$ cat src/rtl/alu_issue_arbiter.sv
// alu_issue_arbiter
// Round-robin issue arbiter in front of the single shared 16-bit ALU.
// Two requesters: req0 = execute stage, req1 = address/branch unit.
// Accepts one op, drives the ALU with the latched operands (held steady
// through a multi-cycle multiply), registers the result, and returns it on
// the owner's valid/ready response channel.
// Optional build macro: ALU_FLAGS_EN adds the registered resp_zero output.
module alu_issue_arbiter #(
    parameter int unsigned MUL_CYCLES = 3,
    parameter logic [3:0]  IDLE_CTRL  = 4'b1000
) (
    input  logic        clk,
    input  logic        rst,
    input  logic        req0_valid,
    output logic        req0_ready,
    input  logic [3:0]  req0_op,
    input  logic [15:0] req0_a,
    input  logic [15:0] req0_b,
    input  logic        req1_valid,
    output logic        req1_ready,
    input  logic [3:0]  req1_op,
    input  logic [15:0] req1_a,
    input  logic [15:0] req1_b,
    output logic        resp0_valid,
    input  logic        resp0_ready,
    output logic        resp1_valid,
    input  logic        resp1_ready,
    output logic [15:0] resp_data,
    output logic        resp_err,
    output logic [3:0]  alu_ctrl,
    output logic [15:0] alu_a,
    output logic [15:0] alu_b,
    input  logic [15:0] alu_dout
`ifdef ALU_FLAGS_EN
    ,
    output logic        resp_zero
`endif
);

    localparam logic [3:0] OP_MUL   = 4'b0011;
    localparam logic [3:0] MUL_LOAD = 4'(MUL_CYCLES - 1);

    typedef enum logic [1:0] {
        IDLE,
        EXEC,
        RESP
    } state_t;

    state_t      state_q;
    logic [3:0]  cnt_q;
    logic        owner_q;
    logic        lastGrant_q;
    logic [3:0]  aluCtrl_q;
    logic [15:0] aluA_q;
    logic [15:0] aluB_q;
    logic [15:0] respData_q;
    logic        respErr_q;
    logic        resp0Valid_q;
    logic        resp1Valid_q;
`ifdef ALU_FLAGS_EN
    logic        respZero_q;
`endif

    logic        grantValid_d;
    logic        grant1_d;
    logic [3:0]  op_d;
    logic [15:0] a_d;
    logic [15:0] b_d;
    logic        illegal_d;

    // Choose this cycle's winner: a lone requester wins, a tie goes to whoever was not granted last.
    always_comb begin
        grantValid_d = (state_q == IDLE) && !rst && (req0_valid || req1_valid);
        grant1_d     = req1_valid && (!req0_valid || !lastGrant_q);
        op_d         = grant1_d ? req1_op : req0_op;
        a_d          = grant1_d ? req1_a  : req0_a;
        b_d          = grant1_d ? req1_b  : req0_b;
        illegal_d    = (op_d == 4'b0000) || (op_d == 4'b1100) ||
                       (op_d == 4'b1101) || (op_d == 4'b1111);
    end

    assign req0_ready = grantValid_d && !grant1_d;
    assign req1_ready = grantValid_d && grant1_d;

    // Sequencer: accept in IDLE, hold the ALU inputs through EXEC, present the result in RESP until consumed.
    always_ff @(posedge clk or posedge rst) begin
        if (rst) begin
            state_q      <= IDLE;
            cnt_q        <= 4'd0;
            owner_q      <= 1'b0;
            lastGrant_q  <= 1'b1;
            aluCtrl_q    <= IDLE_CTRL;
            aluA_q       <= 16'h0000;
            aluB_q       <= 16'h0000;
            respData_q   <= 16'h0000;
            respErr_q    <= 1'b0;
            resp0Valid_q <= 1'b0;
            resp1Valid_q <= 1'b0;
`ifdef ALU_FLAGS_EN
            respZero_q   <= 1'b0;
`endif
        end else begin
            case (state_q)
                IDLE: begin
                    if (grantValid_d) begin
                        owner_q     <= grant1_d;
                        lastGrant_q <= grant1_d;
                        if (illegal_d) begin
                            state_q      <= RESP;
                            respData_q   <= 16'h0000;
                            respErr_q    <= 1'b1;
                            resp0Valid_q <= !grant1_d;
                            resp1Valid_q <= grant1_d;
`ifdef ALU_FLAGS_EN
                            respZero_q   <= 1'b0;
`endif
                        end else begin
                            state_q   <= EXEC;
                            cnt_q     <= (op_d == OP_MUL) ? MUL_LOAD : 4'd0;
                            aluCtrl_q <= op_d;
                            aluA_q    <= a_d;
                            aluB_q    <= b_d;
                        end
                    end
                end
                EXEC: begin
                    if (cnt_q != 4'd0) begin
                        cnt_q <= cnt_q - 4'd1;
                    end else begin
                        state_q      <= RESP;
                        respData_q   <= alu_dout;
                        respErr_q    <= 1'b0;
                        resp0Valid_q <= !owner_q;
                        resp1Valid_q <= owner_q;
`ifdef ALU_FLAGS_EN
                        respZero_q   <= (alu_dout == 16'h0000);
`endif
                        aluCtrl_q    <= IDLE_CTRL;
                        aluA_q       <= 16'h0000;
                        aluB_q       <= 16'h0000;
                    end
                end
                RESP: begin
                    if (owner_q ? resp1_ready : resp0_ready) begin
                        state_q      <= IDLE;
                        resp0Valid_q <= 1'b0;
                        resp1Valid_q <= 1'b0;
                    end
                end
                default: begin
                    state_q <= IDLE;
                end
            endcase
        end
    end

    assign resp0_valid = resp0Valid_q;
    assign resp1_valid = resp1Valid_q;
    assign resp_data   = respData_q;
    assign resp_err    = respErr_q;
    assign alu_ctrl    = aluCtrl_q;
    assign alu_a       = aluA_q;
    assign alu_b       = aluB_q;
`ifdef ALU_FLAGS_EN
    assign resp_zero   = respZero_q;
`endif

endmodule

$ cat config.mk
export PLATFORM = sky130hd
export DESIGN_NAME = alu_issue_arbiter
export DESIGN_NICKNAME = d
export VERILOG_FILES = /design/src/rtl/alu_issue_arbiter.sv
export SDC_FILE = /design/constraint.sdc
export NUM_CORES = 1
export LEC_CHECK = 0
export ABC_AREA = 1
export CAP_MARGIN = 20
export CORE_MARGIN = 2
export CORE_UTILIZATION = 39
export DETAILED_ROUTE_END_ITERATION = 10
export PLACE_DENSITY = 0.78
export SYNTH_ARGS = -nofsm -noshare
export SYNTH_HDL_FRONTEND = slang
export SYNTH_SLANG_ARGS = --single-unit
$ cat constraint.sdc
create_clock -name clk -period 2.19 [get_ports clk]
set_clock_uncertainty 0.15 [all_clocks]
set_input_delay 0.438 -clock clk [delete_from_list [all_inputs] [get_ports clk]]
set_output_delay 0.438 -clock clk [all_outputs]
set_load 0.02 [all_outputs]
==> impl_metrics.env, run 1 <==
export IMPL_path_max_fanout=2
export IMPL_grt_pass1_wl_microns=15710
export IMPL_yosysMostFrequentCell="nand2_1"
export IMPL_drt_iter0_markers=97
export IMPL_cts_buffers=9
export IMPL_grt_antenna_before_repair=0
export IMPL_area_growth_pct=56.90
export IMPL_regToRegEndpoint="alu_a[9]"
export IMPL_p_total_uw=7447
export IMPL_setup_viol=0
export IMPL_cts_tree="yes"
export IMPL_leakagePower_uw=0.002390
export IMPL_hold_violations=0
export IMPL_dieArea_sq_um=9697
export IMPL_n_fill_cell=724
export IMPL_cts_hold_buf=0
export IMPL_vias_per_cell=4.893
export IMPL_port_buffers=150
export IMPL_r2r_slack_ns=0.14
export IMPL_netlist_area_sq_um=3481
export IMPL_hold_class="register to register"
export IMPL_dpl_instance_area_sq_um=5244
export IMPL_cts_root_buffer="clkbuf_8"
export IMPL_synth_top_area_share_pct=43.85
export IMPL_clock_sinks=63
export IMPL_core_area_sq_um=8678
export IMPL_h_tree_depth=3
export IMPL_maxCapViolations=0
export IMPL_synthCells=381
export IMPL_first_global_vias=3315
export IMPL_seqPwrFrac_pct=26.2
export IMPL_clk_latency_ns=0.34
export IMPL_gp_congestion=0.8470
export IMPL_synth_edf_count=0
export IMPL_reg2reg_depth=12
export IMPL_startpoint="alu_ctrl[3]"
export IMPL_worstMarginPinSlew_ns=0.3763
export IMPL_ys_seq_area_share_pct=45.36
export IMPL_dpl_hpwl_microns=7170
export IMPL_start_kind="register"
export IMPL_synth_area_per_cell_sq_um=9.136
export IMPL_dr_pass1_iters=4
export IMPL_worst_path_max_delay_cell="clkdlybuf4s50_1"
export IMPL_grt_max_degree=37
export IMPL_ioPinCount=151
export IMPL_peakVddDrop_v=0.0007379
export IMPL_period_needed_ns=2.096
export IMPL_ys_async_sr_fraction_pct=100.0
export IMPL_swShare_pct=42.55
export IMPL_synth_common_cells="nand2_1, dfrtp_1, o21ai_2, o211ai_1, or2_2"
export IMPL_nets=653
export IMPL_finish_utilization_pct=62.93
export IMPL_crit_required_ns=1.60
export IMPL_reg2reg_from="lastGrant_q"
export IMPL_path_class="register to primary output"
export IMPL_synth_cell_types=29
export IMPL_drive_gt1_share_pct=27.83
export IMPL_status="complete, no violations"
export IMPL_p_sw_uw=3169
export IMPL_synth_flop_cell="dfrtp_1"
export IMPL_fmax_mhz=477.1
export IMPL_pwr_share_comb_pct=60.1
export IMPL_synth_area_leader_cell="dfrtp_1"
export IMPL_path_buf_inv=1
export IMPL_p_per_area_nw_per_um2=1364
export IMPL_core_rowCount=34
export IMPL_drc=0
export IMPL_critical_path_top_delay_family="buffers and inverters"
export IMPL_path_cells="clkdlybuf4s50_1"
export IMPL_worst_slack_ns=0.09421
export IMPL_power_internal_uw=4278
export IMPL_yosys_warnings=0
export IMPL_timing_final_crit_share_pct=95.70
export IMPL_maxSlewHeadroom_pct=74.91
export IMPL_routedWlPerCell_microns=14.38
export IMPL_cp_num_cells=1
export IMPL_vias=3254
export IMPL_rsz0062_at_grt="yes"
export IMPL_cts_buffer_depth=2
export IMPL_setup_worst_path_end="alu_ctrl[3]"
export IMPL_insertedDiodeCount=0
export IMPL_cts_clk_slew_worst_paths_ns=0.07
export IMPL_cp_end_kind="primary output"
export IMPL_antenna_left=0
export IMPL_die_w_microns=98.48
export IMPL_cp_arrival_ns=1.51
export IMPL_maxSlewViolCount=0
export IMPL_syn_nets=481
export IMPL_clockPowerShare_pct=13.7
export IMPL_slowest_delay_ns=0.65
export IMPL_initial_core_util_pct=40.11
export IMPL_grt_overflow=0
export IMPL_drt_total_wl_microns=9561
export IMPL_dpl_worst_slack_ns=-0.4833
export IMPL_final_area_sq_um=5461
export IMPL_post_cts_buffers=0
export IMPL_synth_seq_cells=63
export IMPL_synth_top_cells_by_area="dfrtp_1, o21ai_2, nand2_1"
export IMPL_grtUsageTotal_pct=20.08
export IMPL_fp_dieH_microns=98.48
==> how the worst min path moves through the flow <==
stage               cells past startpoint        end       from  slack (ns)
CTS                                     2   alu_b[9]   alu_b[9]        0.33
finish                                  2   alu_b[9]   alu_b[9]        0.33
global placement                        2  alu_b[12]  alu_b[12]        0.31
floorplan                               2   cnt_q[1]   cnt_q[1]        0.32
global route                            2   alu_a[6]   alu_a[6]        0.36
detailed placement                      2   alu_b[9]   alu_b[9]        0.32
==> cell type report <==
| type | count | area, sq um | share of cell area (%) |
|---|---|---|---|
| clock inverters | 3 | 42.54 | 0.7789 |
| flip-flops and latches | 63 | 1579 | 28.91 |
| clock buffers | 12 | 155.1 | 2.841 |
| repair buffers | 185 | 1810 | 33.15 |
| multi-input cells | 272 | 1655 | 30.31 |
| well taps | 108 | 135.1 | 2.474 |
| inverters | 22 | 83.83 | 1.535 |
==> layer usage <==
layer	vias up	routed length (microns)	GRT usage [%]
li1	1608	-	-
met3	12	652	5.035
met1	1520	4027	25.08
met4	0	116	6.428
met2	114	4764	34.28
met5	-	0	0
==> what timing repair did <==
action | 4_1_cts | 5_1_grt
gates resized for setup | 15 | 3
pin swaps | 1 | 0
setup endpoints to repair | 2 | 3
==> sequential cells by signal, indices dropped and copies added, names as in the netlist <==
signal       count
owner_q          1
resp_data       16
resp_err         1
lastGrant_q      1
alu_ctrl         4
alu_a           16
resp0_valid      1
cnt_q            4
resp1_valid      1
alu_b           16
state_q          2
==> cells by family (layout without fill, tap and decap cells) <==
family                     after synthesis  in the layout  synth area share, %
buffers and inverters                   46            222                7.764
AOI/OAI and AO/OA                       95             95                21.60
adders and majority gates                6              6                2.157
DFF                                     63             63                45.36
xor gates and xnor gates                 2              2               0.5033
and+or+nand+nor                        169            169                22.61
==> power groups by stage <==
stage,combinational [uW],sequential [uW],clock [uW]
after floorplan,2330,2470,0
after global placement,4390,1940,0
after detailed placement,4480,1960,0
after CTS,4500,1950,1050
after global routing,4890,2010,1090
final,4480,1950,1020
==> placed cells by master, fill, tap and decap left out, drive strengths merged <==
master	n
nor3	2
o211ai	32
clkbuf	12
nand2	111
bufinv	1
xor2	1
clkinvlp	1
clkdlybuf4s50	146
dlygate4sd2	2
ha	6
dfstp	2
buf	37
inv	21
o21ai	59
nor2	11
or2	32
nand4	3
clkinv	2
xnor2	1
dfrtp	61
a21oi	3
a31oi	1
nand3	10
==> stage by stage <==
step / setup TNS, ns / hold WS [ns] / std cells
after global placement: -11.08 / 0.3119 / 650
after floorplan: 0 / 0.3217 / 381
after CTS: 0 / 0.3333 / 665
final: 0 / 0.3321 / 665
after detailed placement: -15.42 / 0.3162 / 650
after global routing: -0.04124 / 0.3577 / 665
Note: power is estimated with default switching activity, not from simulation.
==> run 2, diff against run 1 <==
--- a/config.mk
+++ b/config.mk
@@ -7,7 +7,7 @@
 export LEC_CHECK = 0
 export ABC_AREA = 1
 export CAP_MARGIN = 20
-export CORE_MARGIN = 2
+export CORE_MARGIN = 10
 export CORE_UTILIZATION = 39
 export DETAILED_ROUTE_END_ITERATION = 10
 export PLACE_DENSITY = 0.78
==> run 2 against run 1 <==
Against the previous run: via count shrank 0.25%; sequential cell count stayed put; routed wire length increased by 12%; global-route usage is 4.3 points lower; hold slack got worse by 0.0028 ns; non-clock buffer count grew 2; critical endpoint is now req0_ready; largest cell class unchanged; highest routed layer unchanged.
==> impl_metrics.env, run 2 (same netlist as run 1, synthesis figures left out) <==
export IMPL_cts_root_buffer="clkbuf_8"
export IMPL_die_w_microns=114.5
export IMPL_drive_gt1_share_pct=29.34
export IMPL_dieArea_sq_um=13100
export IMPL_area_growth_pct=58.23
export IMPL_layout_commonest_cell="clkdlybuf4s50_1"
export IMPL_gp_congestion=0.7543
export IMPL_clock_sinks=63
export IMPL_final_cell_mix="clkdlybuf4s50_1, nand2_1, dfrtp_1"
export IMPL_p_per_area_nw_per_um2=1348
export IMPL_grt_antenna_before_repair=0
export IMPL_p_total_uw=7427
export IMPL_hold_violations=0
export IMPL_dr_pass1_iters=4
export IMPL_cts_buffer_depth=2
export IMPL_setup_viol=0
export IMPL_path_max_fanout=3
export IMPL_tns_ns=0
export IMPL_grt_max_degree=64
export IMPL_insertedDiodeCount=0
export IMPL_cts_clk_slew_worst_paths_ns=0.06
export IMPL_fmax_mhz=478.3
export IMPL_first_global_vias=3344
export IMPL_period_needed_ns=2.091
export IMPL_cts_buffers=9
export IMPL_hold_class="register to register"
export IMPL_initial_core_util_pct=39.91
export IMPL_path_class="input pin to primary output"
export IMPL_clk_latency_ns=0.33
export IMPL_start_kind="input pin"
export IMPL_routedWlPerCell_microns=16.11
export IMPL_maxCapViolations=0
export IMPL_crit_required_ns=1.60
export IMPL_cts_tree="yes"
export IMPL_port_buffers=150
export IMPL_grt_pass1_wl_microns=16840
export IMPL_nets=655
export IMPL_status="complete, no violations"
export IMPL_fp_dieH_microns=114.5
export IMPL_vias=3246
export IMPL_maxSlewViolCount=0
export IMPL_timing_final_crit_share_pct=95.48
export IMPL_drt_iter0_markers=232
export IMPL_peakVddDrop_v=0.0006499
export IMPL_h_tree_depth=3
export IMPL_cp_arrival_ns=1.50
export IMPL_dpl_hpwl_microns=8124
export IMPL_grtUsageTotal_pct=15.75
export IMPL_core_area_sq_um=8721
export IMPL_vias_per_cell=4.867
export IMPL_grt_overflow=0
export IMPL_ioPinCount=151
export IMPL_finish_utilization_pct=63.16
export IMPL_maxSlewHeadroom_pct=77.02
export IMPL_drc=0
export IMPL_core_rowCount=34
export IMPL_cp_end_kind="primary output"
export IMPL_antenna_left=0
export IMPL_drt_total_wl_microns=10740
export IMPL_worstMarginPinSlew_ns=0.3447
export IMPL_leakagePower_uw=0.002404
export IMPL_rsz0062_at_grt="yes"
[run 2: cell count changes in the layout (fill, tap and decap cells not counted), moves of 2 or more]
cell     change
inv_4        +2
inv_1        -2
nand2_1      -2
nand2_4      +2
[run 2: routing by layer]
metal	share of wire [%]	track usage (%)	vias up
met4	0.64	4.261	0
met1	42	19.31	1533
met3	8.3	5.346	9
met5	0	0	-
li1	-	-	1605
met2	49	25.75	99
[run 2: worst paths after layout]
check | startpoint | to | slack, ns | cells past startpoint
setup / recovery | req0_valid | req0_ready | 0.1 | 6
hold / removal | alu_b[2] | alu_b[2] | 0.33 | 2
setup reg to reg | state_q[1] | alu_a[12] | 0.19 | 13
hold reg to reg | alu_b[2] | alu_b[2] | 0.33 | 2
max in group asynchronous | rst | lastGrant_q | 1.00 | 4
min in group asynchronous | rst | alu_a[14] | 0.55 | 4
[run 2: report_power, final]
group | internal, uW | switching (uW)
Sequential | 1680 | 266
Clock | 429 | 427
Combinational | 2080 | 2540
Total | 4190 | 3230
[run 2: final cells by class]
type | instances | area [sq um]
sequential | 63 | 1579
inverter | 22 | 87.58
clock inverter | 4 | 22.52
tap | 108 | 135.1
multi-input combinational | 272 | 1682
clock buffer | 11 | 141.4
fill | 749 | 3213
timing repair buffer | 187 | 1861
[run 2: stage by stage]
stage               cell area [sq um]  instances  hold slack [ns]  setup WS (ns)
finish                           5508        667           0.3293        0.09909
global route                     5508        667           0.3389      -0.008380
CTS                              5400        664           0.3329      -0.002618
detailed placement               5229        648           0.3169        -0.4564
global placement                 5229        648           0.3128        -0.3751
floorplan                        3481        381           0.3217        0.03556
[run 2: repair_timing]
| action | in CTS | in global routing |
|---|---|---|
| cloned | 0 | 1 |
| setup endpoints to repair | 57 | 61 |
| setup buffers | 1 | 2 |
| pin swaps | 1 | 4 |
| resized for setup | 13 | 19 |
| hold buffers | 0 | 0 |
[run 2: worst max-delay path, cell delays in order]
cell and delay [ns]:
clkdlybuf4s50_1 0.50, nor2_1 0.09, nor3_4 0.15, inv_2 0.08
nor2_4 0.12, buf_6 0.13
==> run 3, diff against run 2 <==
--- a/config.mk
+++ b/config.mk
@@ -6,11 +6,11 @@
 export NUM_CORES = 1
 export LEC_CHECK = 0
 export ABC_AREA = 1
-export CAP_MARGIN = 20
-export CORE_MARGIN = 10
+export CAP_MARGIN = 5
 export CORE_UTILIZATION = 39
 export DETAILED_ROUTE_END_ITERATION = 10
 export PLACE_DENSITY = 0.78
+export SLEW_MARGIN = 10
 export SYNTH_ARGS = -nofsm -noshare
 export SYNTH_HDL_FRONTEND = slang
 export SYNTH_SLANG_ARGS = --single-unit
==> run 3 against run 2 <==
Against the previous run: global-route usage increased by 3.6 points; largest power group unchanged; first-iteration DRC count is 63% lower; register-to-register slack lost 0.13 ns; sequential share of layout area decreased by 0.77 points; critical path depth rose by 1; sequential power barely moved; hold slack worse by 0.0020 ns; fmax fell by 2.7%; critical path type is now register to primary output; via count is 0.86% higher; critical endpoint unchanged; clock-buffer cell count unchanged; utilization is 2.1 points higher; final cell count increased by 0.90%.
==> impl_metrics.env, run 3 (same netlist as run 1, synthesis figures left out) <==
export IMPL_grt_max_degree=35
export IMPL_nets=660
export IMPL_worst_slack_ns=0.04087
export IMPL_grt_util_met3_pct=4.851
export IMPL_layout_commonest_cell="clkdlybuf4s50_1"
export IMPL_grtUsageTotal_pct=19.37
export IMPL_cts_buffers=9
export IMPL_port_buffers=150
export IMPL_routedWlPerCell_microns=14.20
export IMPL_cts_buffer_depth=2
export IMPL_peakVddDrop_v=0.0005660
export IMPL_cts_root_buffer="clkbuf_8"
export IMPL_area_growth_pct=62.58
export IMPL_first_global_vias=3089
export IMPL_timing_final_crit_share_pct=98.13
export IMPL_final_cell_mix="clkdlybuf4s50_1, nand2_1, dfrtp_1"
export IMPL_path_max_fanout=3
export IMPL_core_rowCount=34
export IMPL_drive_gt1_share_pct=29.73
export IMPL_p_per_area_nw_per_um2=1413
export IMPL_die_w_microns=96.48
export IMPL_maxSlewHeadroom_pct=71.99
export IMPL_fp_dieH_microns=96.48
export IMPL_ioPinCount=151
export IMPL_cp_arrival_ns=1.56
export IMPL_insertedDiodeCount=0
export IMPL_hold_violations=0
export IMPL_initial_core_util_pct=40.11
export IMPL_leakagePower_uw=0.002492
export IMPL_cp_end_kind="primary output"
export IMPL_h_tree_depth=3
export IMPL_clk_latency_ns=0.32
export IMPL_hold_class="register to register"
export IMPL_antenna_left=0
export IMPL_cts_tree="yes"
export IMPL_met2_usage_pct=35.04
export IMPL_cts_hold_buf=0
export IMPL_finish_utilization_pct=65.21
export IMPL_setup_viol=0
export IMPL_core_area_sq_um=8678
export IMPL_gp_congestion=0.8154
export IMPL_path_class="register to primary output"
export IMPL_fmax_mhz=465.3
export IMPL_start_kind="register"
export IMPL_dieArea_sq_um=9307
export IMPL_met1_usage_pct=21.64
export IMPL_crit_required_ns=1.60
export IMPL_maxSlewViolCount=0
export IMPL_status="complete, no violations"
export IMPL_vias_per_cell=4.865
export IMPL_dpl_hpwl_microns=6751
export IMPL_maxCapViolations=0
export IMPL_drt_iter0_markers=85
export IMPL_dr_pass1_iters=4
export IMPL_worstMarginPinSlew_ns=0.4201
export IMPL_drc=0
export IMPL_drt_total_wl_microns=9559
export IMPL_grt_pass1_wl_microns=13940
export IMPL_busiest_layer="met2"
export IMPL_grt_antenna_before_repair=0
export IMPL_clock_sinks=63
export IMPL_cts_clk_slew_worst_paths_ns=0.07
export IMPL_grt_overflow=0
export IMPL_dpl_worst_slack_ns=-0.3880
export IMPL_period_needed_ns=2.149
export IMPL_vias=3274
==> run 3: layer usage <==
metal | share of wire, % | routed length, microns
met5 | 0 | 0
met3 | 7.6 | 731
met4 | 0.73 | 70
met2 | 50 | 4826
met1 | 41 | 3930
==> run 3: power by group <==
part | switching [uW] | internal [uW] | total (uW)
Sequential | 271 | 1680 | 1950
Clock | 449 | 791 | 1240
Combinational | 2560 | 2250 | 4810
==> run 3: final timing paths <==
| path | start | end | slack [ns] | cells past startpoint |
|---|---|---|---|---|
| setup / recovery | state_q[1] | req0_ready | 0.04 | 7 |
| hold reg to reg | alu_a[3] | alu_a[3] | 0.33 | 2 |
| min in group asynchronous | rst | alu_a[12] | 0.60 | 4 |
| hold / removal | alu_a[3] | alu_a[3] | 0.33 | 2 |
| setup reg to reg | state_q[1] | alu_a[6] | 0.06 | 13 |
| max in group asynchronous | rst | alu_ctrl[3] | 0.96 | 4 |
==> run 3: repair_timing <==
item / 4_1_cts / 5_1_grt
buffers inserted: 1 / 4
cloned: 0 / 4
setup endpoints to repair: 3 / 60
pin swaps: 1 / 3
resized for setup: 9 / 19
==> run 3: layout make-up <==
cell class	instances	area [sq um]
fill	688	3019
timing repair buffer	192	1939
multi-input combinational	272	1677
sequential	63	1579
clock buffer	11	141.4
tap	108	135.1
clock inverter	5	103.9
inverter	22	83.83
==> run 3: through the flow <==
step	setup TNS [ns]	instance area (sq um)	hold slack, ns	instances	power [uW]
6_report	0	5659	0.3273	673	7998
5_1_grt	-0.2720	5659	0.3479	673	8560
4_1_cts	0	5475	0.3327	665	7717
3_5_place_dp	-17.03	5229	0.3161	648	6436
3_3_place_gp	-12.96	5229	0.3140	648	6328
2_1_floorplan	0	3481	0.3217	381	4794
==> run 3: critical path: stages, from the launching register on <==
cell	delay, ns
dfrtp_1	0.39
inv_1	0.09
ha_2	0.18
inv_1	0.07
nor3_4	0.21
inv_2	0.09
nor2_4	0.10
buf_6	0.12
